===== src/rtl/lsu_mem_ctrl.sv =====
// rtl/lsu_mem_ctrl.sv - load/store unit front end for a synchronous block-RAM data memory
//
// Optional feature macro: LSU_ALIGN_CHECK_EN
//   defined   : misaligned / size-11 requests complete with rsp_err=1 and no RAM access
//   undefined : rsp_err tied 0, size 11 acts as word, low address bits below the
//               access size are ignored
//
// Ports:
//   clk, rst                      clock, asynchronous active-high reset
//   req_valid/req_ready           CPU request handshake
//   req_we, req_size, req_unsigned, req_addr, req_wdata
//                                 store flag, size (00 byte, 01 half, 10 word, 11 illegal),
//                                 load extension mode, byte address, right-aligned store data
//   rsp_valid, rsp_rdata, rsp_err one-cycle completion pulse, extended load data, error
//   mem_addr, mem_en, mem_we, mem_din, mem_dout
//                                 word-addressed synchronous RAM port
module lsu_mem_ctrl #(
  parameter int RD_LATENCY = 1
) (
  input  logic        clk,
  input  logic        rst,
  input  logic        req_valid,
  output logic        req_ready,
  input  logic        req_we,
  input  logic [1:0]  req_size,
  input  logic        req_unsigned,
  input  logic [31:0] req_addr,
  input  logic [31:0] req_wdata,
  output logic        rsp_valid,
  output logic [31:0] rsp_rdata,
  output logic        rsp_err,
  output logic [31:0] mem_addr,
  output logic        mem_en,
  output logic        mem_we,
  output logic [31:0] mem_din,
  input  logic [31:0] mem_dout
);

  localparam logic [1:0] SZ_BYTE = 2'b00;
  localparam logic [1:0] SZ_HALF = 2'b01;
  localparam logic [1:0] SZ_WORD = 2'b10;

  typedef enum logic [2:0] {S_IDLE, S_RD, S_RD_WAIT, S_WR, S_RESP} state_t;

  state_t      state_q, state_d;
  logic [31:0] addr_q, addr_d;
  logic [1:0]  size_q, size_d;
  logic        we_q, we_d;
  logic        uns_q, uns_d;
  logic [31:0] wdata_q, wdata_d;
  logic [31:0] word_q, word_d;
  logic [2:0]  cnt_q, cnt_d;
  logic [31:0] rdata_q, rdata_d;

  logic [1:0]  acc_size;
  logic        req_bad;

`ifdef LSU_ALIGN_CHECK_EN
  assign acc_size = req_size;
  assign req_bad  = (req_size == 2'b11) ||
                    (req_size == SZ_HALF && req_addr[0]) ||
                    (req_size == SZ_WORD && req_addr[1:0] != 2'b00);
`else
  // Illegal size degrades to a word access; misalignment is absorbed by lane selection.
  assign acc_size = (req_size == 2'b11) ? SZ_WORD : req_size;
  assign req_bad  = 1'b0;
`endif

  // Pick the addressed byte/half from a RAM word and extend it to 32 bits.
  function automatic logic [31:0] load_ext(input logic [31:0] w, input logic [1:0] sz,
                                           input logic [1:0] lo, input logic uns);
    logic [7:0]  b;
    logic [15:0] h;
    b = w[{lo, 3'b000} +: 8];
    h = w[{lo[1], 4'b0000} +: 16];
    case (sz)
      SZ_BYTE: load_ext = {{24{~uns & b[7]}}, b};
      SZ_HALF: load_ext = {{16{~uns & h[15]}}, h};
      default: load_ext = w;
    endcase
  endfunction

  always_ff @(posedge clk or posedge rst) begin
    if (rst) begin
      state_q <= S_IDLE;
      addr_q  <= '0;
      size_q  <= SZ_BYTE;
      we_q    <= 1'b0;
      uns_q   <= 1'b0;
      wdata_q <= '0;
      word_q  <= '0;
      cnt_q   <= '0;
      rdata_q <= '0;
    end else begin
      state_q <= state_d;
      addr_q  <= addr_d;
      size_q  <= size_d;
      we_q    <= we_d;
      uns_q   <= uns_d;
      wdata_q <= wdata_d;
      word_q  <= word_d;
      cnt_q   <= cnt_d;
      rdata_q <= rdata_d;
    end
  end

  always_comb begin
    state_d   = state_q;
    addr_d    = addr_q;
    size_d    = size_q;
    we_d      = we_q;
    uns_d     = uns_q;
    wdata_d   = wdata_q;
    word_d    = word_q;
    cnt_d     = cnt_q;
    rdata_d   = rdata_q;
    req_ready = 1'b0;
    mem_en    = 1'b0;
    mem_we    = 1'b0;
    rsp_valid = 1'b0;
    case (state_q)
      S_IDLE: begin
        req_ready = 1'b1;
        if (req_valid) begin
          addr_d  = req_addr;
          size_d  = acc_size;
          we_d    = req_we;
          uns_d   = req_unsigned;
          wdata_d = req_wdata;
          if (req_bad) begin
            state_d = S_RESP;
            rdata_d = '0;
          end else if (req_we && acc_size == SZ_WORD) begin
            state_d = S_WR;
          end else begin
            state_d = S_RD;
          end
        end
      end
      S_RD: begin
        mem_en  = 1'b1;
        cnt_d   = 3'(RD_LATENCY);
        state_d = S_RD_WAIT;
      end
      S_RD_WAIT: begin
        cnt_d = cnt_q - 3'd1;
        if (cnt_q == 3'd1) begin
          word_d = mem_dout;
          if (we_q) begin
            state_d = S_WR;
          end else begin
            state_d = S_RESP;
            rdata_d = load_ext(mem_dout, size_q, addr_q[1:0], uns_q);
          end
        end
      end
      S_WR: begin
        mem_en  = 1'b1;
        mem_we  = 1'b1;
        rdata_d = '0;
        state_d = S_RESP;
      end
      S_RESP: begin
        rsp_valid = 1'b1;
        state_d   = S_IDLE;
      end
      default: state_d = S_IDLE;
    endcase
  end

  // Write data is always derived from the latched request so it stays stable
  // outside WR; sub-word stores merge into the word fetched during RD_WAIT.
  always_comb begin
    mem_din = word_q;
    case (size_q)
      SZ_BYTE: mem_din[{addr_q[1:0], 3'b000} +: 8]  = wdata_q[7:0];
      SZ_HALF: mem_din[{addr_q[1], 4'b0000} +: 16]  = wdata_q[15:0];
      default: mem_din = wdata_q;
    endcase
  end

  assign mem_addr  = {2'b00, addr_q[31:2]};
  assign rsp_rdata = rdata_q;

`ifdef LSU_ALIGN_CHECK_EN
  // Only the IDLE->RESP shortcut is an error; every other path into RESP clears it.
  logic err_q;
  always_ff @(posedge clk or posedge rst) begin
    if (rst) begin
      err_q <= 1'b0;
    end else if (state_q != S_RESP && state_d == S_RESP) begin
      err_q <= (state_q == S_IDLE);
    end
  end
  assign rsp_err = err_q;
`else
  assign rsp_err = 1'b0;
`endif

endmodule


===== config.mk =====
export PLATFORM = sky130hd
export DESIGN_NAME = lsu_mem_ctrl
export DESIGN_NICKNAME = d
export VERILOG_FILES = /design/src/rtl/lsu_mem_ctrl.sv
export SDC_FILE = /design/constraint.sdc
export NUM_CORES = 1
export LEC_CHECK = 0
export ABC_AREA = 1
export CORE_ASPECT_RATIO = 1.4
export CORE_MARGIN = 5
export CORE_UTILIZATION = 52
export DETAILED_ROUTE_END_ITERATION = 6
export PLACE_DENSITY = 0.86
export SLEW_MARGIN = 20
export SYNTH_ARGS = -nofsm -noshare
export SYNTH_HDL_FRONTEND = slang
export SYNTH_SLANG_ARGS = --single-unit

===== constraint.sdc =====
create_clock -name clk -period 8.3 [get_ports clk]
set_input_delay 1.66 -clock clk [delete_from_list [all_inputs] [get_ports clk]]
set_output_delay 1.66 -clock clk [all_outputs]
set_load 0.005 [all_outputs]

==> run_results.csv <==
group,metric,value,unit
timing,tightest_slew,0.914,ns
setup_path,critPathArrivalTime,3.39,ns
timing,rsz0062_at_grt,"false",
layout,final_util,69.9,%
setup_path,required,6.64,ns
power_and_ir_drop,power,4.04,mW
die,die_w,110,um
logic_synthesis,syn_inst,966,
grt,grt_pass1_vias,6790,
drt,drt_pre_antenna_iters,7,
layout,final_layout_size_suffix_gt1_share,6.66,%
setup_path,cp_max_fo,42,
layout,final_nets,1223,
timing,finalCritPeriodShare,60.9,%
logic_synthesis,synth_top_cell_by_area,"dfrtp_1",
logic_synthesis,synth_cell_type_count,35,
setup_path,critical_path.slowest_cell,"clkinv_1",
logic_synthesis,yosysSeqAreaShare,47.4,%
setup_path,cpPeakStageDelay,0.49,ns
drt,via_count,6900,
layout,area_delta_synth_final,32.9,%
setup_path,reg2reg_slack,5.85,ns
status,outcome,"complete, but fails checks",
die,core,0.0138,sq mm
hold_path,hold_end,"addr_q[9]",
grt,antenna_found_initial,0,
drt,drtIter0Drc,406,
timing,period_needed,5.05,ns
clock_tree,path_clk_slew,0.06,ns
timing,setup_tns,0,ns
logic_synthesis,syn-cell-area,0.00729,sq mm
grt,track_usage,26.9,%
logic_synthesis,ys_top_cells_by_area,"dfrtp_1, nand2_1, o21ai_0, buf_4, a21oi_1",
placement,place_hpwl,15600,um
placement,gp_congestion,0.954,
hold_path,worstHoldPathType,"reg2reg",
clock_tree,cts_sinks,138,
timing,fmax,198,MHz
logic_synthesis,yosysMostFrequentCell,"nand2_1",
power_and_ir_drop,powerDensity,417,mW/mm^2
clock_tree,cts-root-buf,"clkbuf_16",
clock_tree,cts_hold_buffers,0,
hold_path,hp-start,"addr_q[9]",
drt,post_drt_wl_per_cell,16.6,um
setup_path,crit_chain,"buf_4, inv_2, nand2_2, clkinv_1, nand3_1, o211ai_1, clkdlybuf4s50_1",
power_and_ir_drop,leakagePower,4.78,nW
hold_path,hold_depth,2,
die,chipHeight,150,um
setup_path,worstReg2RegStart,"state_q[0]",
setup_path,cp-end-kind,"output pin",
timing,slew_viol_final,0,
setup_path,worstRegToRegCells,9,
logic_synthesis,yosys-top-cells-count,"nand2_1, dfrtp_1, o21ai_0, inv_1, a21oi_1",
logic_synthesis,synth_edf_count,0,
power_and_ir_drop,irDropWorstVdd,0.000213,V
drt,viasPerCell,5.26,
clock_tree,htree_levels,4,
grt,overflow,0,
clock_tree,cts.repair.resized,0,
setup_path,r2r-end,"addr_q[1]",
timing,maxSlewHeadroom,39.1,%
die,rows,51,
grt,grt_pass1_wl,34400,um
logic_synthesis,ys.flop_type,"dfrtp_1",
clock_tree,clock_path_buffers,2,
clock_tree,clk_latency,0.42,ns
placement,io_buffers,200,
timing,setup_viol,0,
timing,skew,0.00735,ns
drt,drt-total-wl,21700,um
setup_path,critical_path_class,"reg2out",
job,drv_cap,0,
logic_synthesis,synth_top_area_share,47.4,%
logic_synthesis,syn_area_per_cell,7.54,sq um
drt,remaining_drc_errors,4,
timing,finalHoldViolations,0,
setup_path,critPathLaunchType,"flop",
die,start_util,52.6,%
grt,grt_max_degree,73,
logic_synthesis,ys_warn_count,0,
die,io_pins,204,
clock_tree,tritoncts,"yes",
drt,ant_nets,0,
die,die-area,0.0165,sq mm
clock_tree,cts_buffers,17,
logic_synthesis,synthArstFlopShare,100,%
status,violations,"design-rule violations",
clock_tree,cts_setup_buffers,0,
logic_synthesis,ys_seq_elements,138,
[report_power, final]
group	total, mW	switching (mW)	leakage (nW)	internal (mW)
Combinational	1.97	1.05	2.76	0.914
Clock	0.827	0.318	0.299	0.510
Sequential	1.24	0.245	1.71	0.999
Total	4.04	1.62	4.78	2.42
[flip-flops by register name, summed over array words and instances (netlist names)]
| name | cells |
|---|---|
| size_q | 2 |
| wdata_q | 32 |
| rsp_rdata | 32 |
| uns_q | 1 |
| state_q | 3 |
| we_q | 1 |
| word_q | 32 |
| addr_q | 32 |
| cnt_q | 3 |
[cells in the final DEF (no fill, tap or decap), types with 9 or more instances in the layout]
master / count
a21oi_1: 52
clkbuf_16: 17
clkdlybuf4s50_1: 200
dfrtp_1: 138
inv_1: 55
nand2_1: 417
nand2_2: 18
nand3_1: 25
nor2_1: 39
o211ai_1: 9
o21ai_0: 75
o22ai_1: 18
[how the worst max path moves through the flow]
stage | startpoint | to | slack, ns
2_1_floorplan | rst | addr_q[0] | 2.94
3_3_place_gp | size_q[1] | mem_din[12] | 3.80
3_5_place_dp | addr_q[1] | mem_din[9] | 3.74
4_1_cts | size_q[1] | mem_din[12] | 3.30
5_1_grt | size_q[1] | mem_din[12] | 2.99
6_report | size_q[1] | mem_din[8] | 3.25
[routing by layer]
layer / up-vias / part of all wire [%] / track usage [%]
li1: 3314 / - / -
met1: 3199 / 39 / 33.5
met2: 318 / 49 / 44.3
met3: 69 / 7.9 / 6.00
met4: 0 / 4.2 / 12.2
met5: - / 0 / 0
[cell type report]
class                           instances  area [sq um]
Antenna cell                            1          2.50
Clock buffer                           17           425
Clock inverter                         15           214
Fill cell                            1112          4160
Inverter                               65           251
Multi-Input combinational cell        686          3070
Sequential cell                       138          3450
Tap cell                              185           231
Timing Repair Buffer                  205          2040
[critical path, delay by kind of cell, from the launching register on]
kind | cells | cell delay, ns
AND/OR/NAND/NOR | 2 | 0.79
AO/OA/AOI/OAI | 1 | 0.16
buffers and inverters | 4 | 1.67
flip-flops | 1 | 0.32
[cells by family (layout without fill, tap and decap cells)]
kind of cell | count (synthesis) | after routing | synth area share, %
DFF | 138 | 138 | 47.4
other | 1 | 4 | 0.0515
adders and majority gates | 7 | 7 | 1.20
and+or+nand+nor | 511 | 511 | 28.5
xor gates and xnor gates | 1 | 1 | 0.120
buffers and inverters | 144 | 302 | 10.6
AOI/OAI and AO/OA | 164 | 164 | 12.2
[through the flow]
step                cells  setup slack (ns)  hold WS [ns]  area, sq um
floorplan             968              2.94         0.442         7290
global placement     1279              3.80         0.461         9040
detailed placement   1279              3.74         0.464         9040
CTS                  1311              3.30         0.480         9680
global route         1311              2.99         0.489         9680
finish               1312              3.25         0.474         9690
No activity file was read; power rests on OpenSTA's default activity.
